File: config.mk
export PLATFORM = sky130hd
export DESIGN_NAME = isqrt_unit
export DESIGN_NICKNAME = d
export VERILOG_FILES = /design/src/rtl/isqrt_unit.sv
export SDC_FILE = /design/constraint.sdc
export NUM_CORES = 1
export LEC_CHECK = 0
export ABC_CLOCK_PERIOD_IN_PS = 3770
export CORE_MARGIN = 2
export CORE_UTILIZATION = 50
export DETAILED_ROUTE_END_ITERATION = 8
export GPL_TIMING_DRIVEN = 0
export MAX_ROUTING_LAYER = met4
export PLACE_DENSITY = 0.72
export SLEW_MARGIN = 20
export SYNTH_ARGS = -nofsm -noshare
export SYNTH_HDL_FRONTEND = slang
export SYNTH_SLANG_ARGS = --single-unit
export TNS_END_PERCENT = 20
File: constraint.sdc
create_clock -name clk -period 3.77 [get_ports clk]
set_clock_uncertainty 0.2 [all_clocks]
set_input_delay 0.754 -clock clk [delete_from_list [all_inputs] [get_ports clk]]
set_output_delay 0.754 -clock clk [all_outputs]
set_load 0.01 [all_outputs]
File: src/rtl/isqrt_unit.sv
// isqrt_unit: iterative integer square root, restoring method.
// Each cycle in ITER consumes two radicand bits (MSB first) and produces one root bit.
// Optional build macro: ISQRT_REMAINDER_EN adds the remainder output port and its register.
module isqrt_unit #(
   parameter int WIDTH = 32
) (
   input  logic               clk,
   input  logic               rst,
   input  logic               start,
   input  logic [WIDTH-1:0]   radicand,
   output logic               ready,
   output logic               done,
   output logic [WIDTH/2-1:0] root
`ifdef ISQRT_REMAINDER_EN
   ,
   output logic [WIDTH/2:0]   remainder
`endif
);

   localparam int HALF = WIDTH / 2;
   localparam int CW   = $clog2(HALF);

   typedef enum logic [1:0] {
      IDLE   = 2'd0,
      ITER   = 2'd1,
      FINISH = 2'd2
   } state_t;

   state_t            state_q, state_d;
   logic [WIDTH-1:0]  op_q, op_d;          // operand, shifted left two bits per step
   logic [HALF-1:0]   proot_q, proot_d;    // partial root
   logic [HALF+1:0]   prem_q, prem_d;      // partial remainder, top bit is the trial sign
   logic [CW-1:0]     cnt_q, cnt_d;
   logic [HALF-1:0]   root_out_q, root_out_d;
   logic              done_q, done_d;
`ifdef ISQRT_REMAINDER_EN
   logic [HALF:0]     rem_out_q, rem_out_d;
`endif

   logic [HALF+1:0]   shifted;
   logic [HALF+1:0]   trial;

   // Digit step: bring down the next two radicand bits and subtract 4*root+1.
   // The true trial value always fits in HALF+2 signed bits, so modular arithmetic is exact.
   always_comb begin
      shifted = (prem_q << 2) | {{HALF{1'b0}}, op_q[WIDTH-1 -: 2]};
      trial   = shifted - {proot_q, 2'b01};
   end

   // Next-state and datapath updates for the three-state controller.
   always_comb begin
      state_d    = state_q;
      op_d       = op_q;
      proot_d    = proot_q;
      prem_d     = prem_q;
      cnt_d      = cnt_q;
      root_out_d = root_out_q;
      done_d     = 1'b0;
`ifdef ISQRT_REMAINDER_EN
      rem_out_d  = rem_out_q;
`endif
      case (state_q)
         IDLE: begin
            if (start) begin
               state_d = ITER;
               op_d    = radicand;
               proot_d = '0;
               prem_d  = '0;
               cnt_d   = CW'(HALF - 1);
            end
         end
         ITER: begin
            op_d = op_q << 2;
            if (trial[HALF+1]) begin
               // Negative trial: restore by keeping the shifted remainder.
               prem_d  = shifted;
               proot_d = {proot_q[HALF-2:0], 1'b0};
            end else begin
               prem_d  = trial;
               proot_d = {proot_q[HALF-2:0], 1'b1};
            end
            if (cnt_q == '0) begin
               state_d = FINISH;
            end else begin
               cnt_d = cnt_q - CW'(1);
            end
         end
         FINISH: begin
            root_out_d = proot_q;
`ifdef ISQRT_REMAINDER_EN
            rem_out_d  = prem_q[HALF:0];
`endif
            done_d     = 1'b1;
            state_d    = IDLE;
         end
         default: begin
            state_d = IDLE;
         end
      endcase
   end

   // State and datapath registers; reset abandons any operation in flight.
   always_ff @(posedge clk or posedge rst) begin
      if (rst) begin
         state_q    <= IDLE;
         op_q       <= '0;
         proot_q    <= '0;
         prem_q     <= '0;
         cnt_q      <= '0;
         root_out_q <= '0;
         done_q     <= 1'b0;
      end else begin
         state_q    <= state_d;
         op_q       <= op_d;
         proot_q    <= proot_d;
         prem_q     <= prem_d;
         cnt_q      <= cnt_d;
         root_out_q <= root_out_d;
         done_q     <= done_d;
      end
   end

`ifdef ISQRT_REMAINDER_EN
   // Remainder output register, loaded together with the root.
   always_ff @(posedge clk or posedge rst) begin
      if (rst) begin
         rem_out_q <= '0;
      end else begin
         rem_out_q <= rem_out_d;
      end
   end

   assign remainder = rem_out_q;
`endif

   assign ready = (state_q == IDLE);
   assign done  = done_q;
   assign root  = root_out_q;

endmodule
==> flow_summary.toml <==
[worst_setup_path]
crit_start = "proot_q[2]"
critical_path_class = "flop to flop"
reg2reg_to = "prem_q[3]"
cp.required_ns = 3.81
critPathMaxFanout = 10
endpoint = "prem_q[3]"
r2r_cells = 10
critPathArrivalTime_ns = 2.97
cp-end-kind = "flop"
start_kind = "flop"
r2r_setup_slack_ns = 0.83
rr_startpoint = "proot_q[2]"

[timing]
relSlewSlack_pct = 61.1
min_period_ns = 2.94
finalHoldViolCount = 0
final.period_utilization_pct = 77.9
rsz0062_at_grt = "no"
finalMaxSlewViolations = 0
timing.fmax_mhz = 341
setup_ws_ns = 0.835
finalSetupViolCount = 0
worstMarginPinSlew_ns = 0.584

[route]
first_pass_iters = 4
drt_iter0_drc = 104
via_per_inst = 5.47
avgRoutedWirePerCell_um = 15.2
ant_nets = 0
wirelength_um = 9620
drc = 0
num_vias = 3454

[yosys]
syn_inst = 455
synthFlopType = "dfrtp_1"
ys_seq_area_share_pct = 47.8
synth.cell_area_um2 = 4560
ys_warn_count = 0
synth_area_per_cell_um2 = 10.0
synth_top_area_cell = "dfrtp_1"
synth_edf_count = 0
synth_area_leaders = "dfrtp_1 48%, mux2i_1 9.4%, o21ai_0 5.9%"
synth_fp_nets = 507
yosysUniqueCellTypes = 49
synth_most_common_cell = "dfrtp_1"
synthArstFlopShare_pct = 100
ys_ff_latch = 87
synthTopCellsByCount = "87 x dfrtp_1, 71 x nand2_1, 54 x o21ai_0, 43 x mux2i_1, 22 x inv_1"
synth.top_cell.area_share_pct = 47.8

[clock_tree]
cts.clk_slew.worst_paths_ns = 0.09
numCtsBuffers = 9
cts_root_buffer = "clkbuf_8"
post_cts_buffers = 0
cts_tree = "yes"
cts_resized = 0
clkSinkCount = 87
h-tree-depth = 3
insertion_delay_ns = 0.36
hold_buffers = 0
clock_tree.buffer_depth = 2

[power]
power_density_nw_per_um2 = 1060
vdd_drop_max_mv = 0.458
p_total_uw = 5730
p_leak_uw = 0.00247

[placement]
finalWeightedCongestion = 0.873
dp.cells = 616
dp_slack_ns = 0.794
dp_hpwl_um = 7170
dpl_cell_area_um2 = 5240
port_buffers = 52

[die]
row_count = 34
io_pins = 53
chipHeight_um = 99.5
fp.dieArea_um2 = 9900
die_w_um = 99.5
initial_utilization_pct = 52.0
fp.coreArea_um2 = 8760

[cells_and_area]
final_util_pct = 61.9
fillCellCount = 766
finish.net_count = 571
stdcell_count = 632
drive_gt1_share_pct = 10.3
n_antenna_cell = 0
area_growth_pct = 19.0
final_cell_area_um2 = 5430

[global_routing]
grt_usage_pct = 21.8
grt_pass1_vias = 3529
grt_pass1_wl_um = 16600
grt_max_degree = 59
gr-total-overflow = 0
antenna_found_initial = 0

[worst_hold_path]
worstHoldStart = "op_q[25]"
timing.hold.worst.class = "flop to flop"

[outcome]
outcome = "finished, final reports clean"

[flow_run]
drv_cap = 0
[worst max-delay path: stages (launching register included)]
cell and delay [ns]:
dfrtp_1 0.40, inv_1 0.08, ha_1 0.38, a21oi_4 0.23, o21ai_2 0.13, o21ai_2 0.23, a31oi_4 0.15, xnor2_4 0.45
buf_6 0.25, mux2i_1 0.24, o21ai_1 0.07
[worst min path at each step]
stage / end / slack, ns / depth (start not counted)
after floorplan: op_q[27] / 0.25 / 2
after global placement: op_q[9] / 0.26 / 2
after detailed placement: op_q[24] / 0.27 / 2
after CTS: op_q[24] / 0.29 / 2
after global routing: op_q[23] / 0.32 / 2
final: op_q[25] / 0.29 / 2
[area by class of cell]
class | count | area [µm²] | share of cell area [%]
Clock inverter | 5 | 40.0 | 0.738
Tap cell | 108 | 135 | 2.49
Inverter | 22 | 85.1 | 1.57
Clock buffer | 11 | 141 | 2.61
Buffer | 25 | 108 | 1.98
Multi-Input combinational cell | 321 | 2190 | 40.4
Timing Repair Buffer | 53 | 548 | 10.1
Sequential cell | 87 | 2180 | 40.1
[kinds of logic after synthesis]
| logic type | Yosys count | synth area share [%] |
|---|---|---|
| simple gates | 117 | 11.2 |
| compound gates | 114 | 15.7 |
| flops | 87 | 47.8 |
| mux | 59 | 13.4 |
| buf+inv | 47 | 4.17 |
| fa+ha+maj | 17 | 4.67 |
| xor+xnor | 14 | 3.10 |
[through the flow]
step,hold WS (ns),setup TNS (ns)
floorplan,0.249,0
global placement,0.263,-68.56
detailed placement,0.270,0
CTS,0.290,0
global route,0.320,0
finish,0.287,0
[state kept, by name, indices dropped and copies added (netlist names)]
signal   count
state_q      2
prem_q      16
cnt_q        4
proot_q     16
root        16
done         1
op_q        32
[layout by cell type, fill, tap and decap left out, types with 2 or more instances in the layout]
cell             instances
a21o_1                   4
a21oi_1                 10
a221o_1                  2
a22o_1                   2
a31oi_1                  3
buf_2                    5
clkbuf_1                19
clkbuf_8                10
clkdlybuf4s50_1         52
clkinvlp_4               3
dfrtp_1                 87
ha_1                    17
inv_1                   21
inv_6                    2
mux2_2                  16
mux2i_1                 43
nand2_1                 71
nand3_1                  5
nor2_1                  16
nor2_2                   2
nor2b_1                  6
nor3_1                   6
nor4_1                   3
o211ai_1                 3
o21a_1                   6
o21ai_0                 54
o21ai_1                 15
o21ai_2                  2
o21bai_1                 2
xnor2_1                  8
xor2_1                   5
[power by group]
part / switching, µW / internal (µW)
Clock: 346 / 262
Sequential: 267 / 1370
Combinational: 1870 / 1620
Total: 2480 / 3250
[routing by layer]
layer  vias up  wire length, µm  global-route usage [%]
met5         -                0                       -
met1      1673             4510                    28.4
met4         0              147                    6.95
met2        68             4660                    35.7
li1       1700                -                       -
met3        13              302                    3.02
Power figures use the tool's default switching activity.
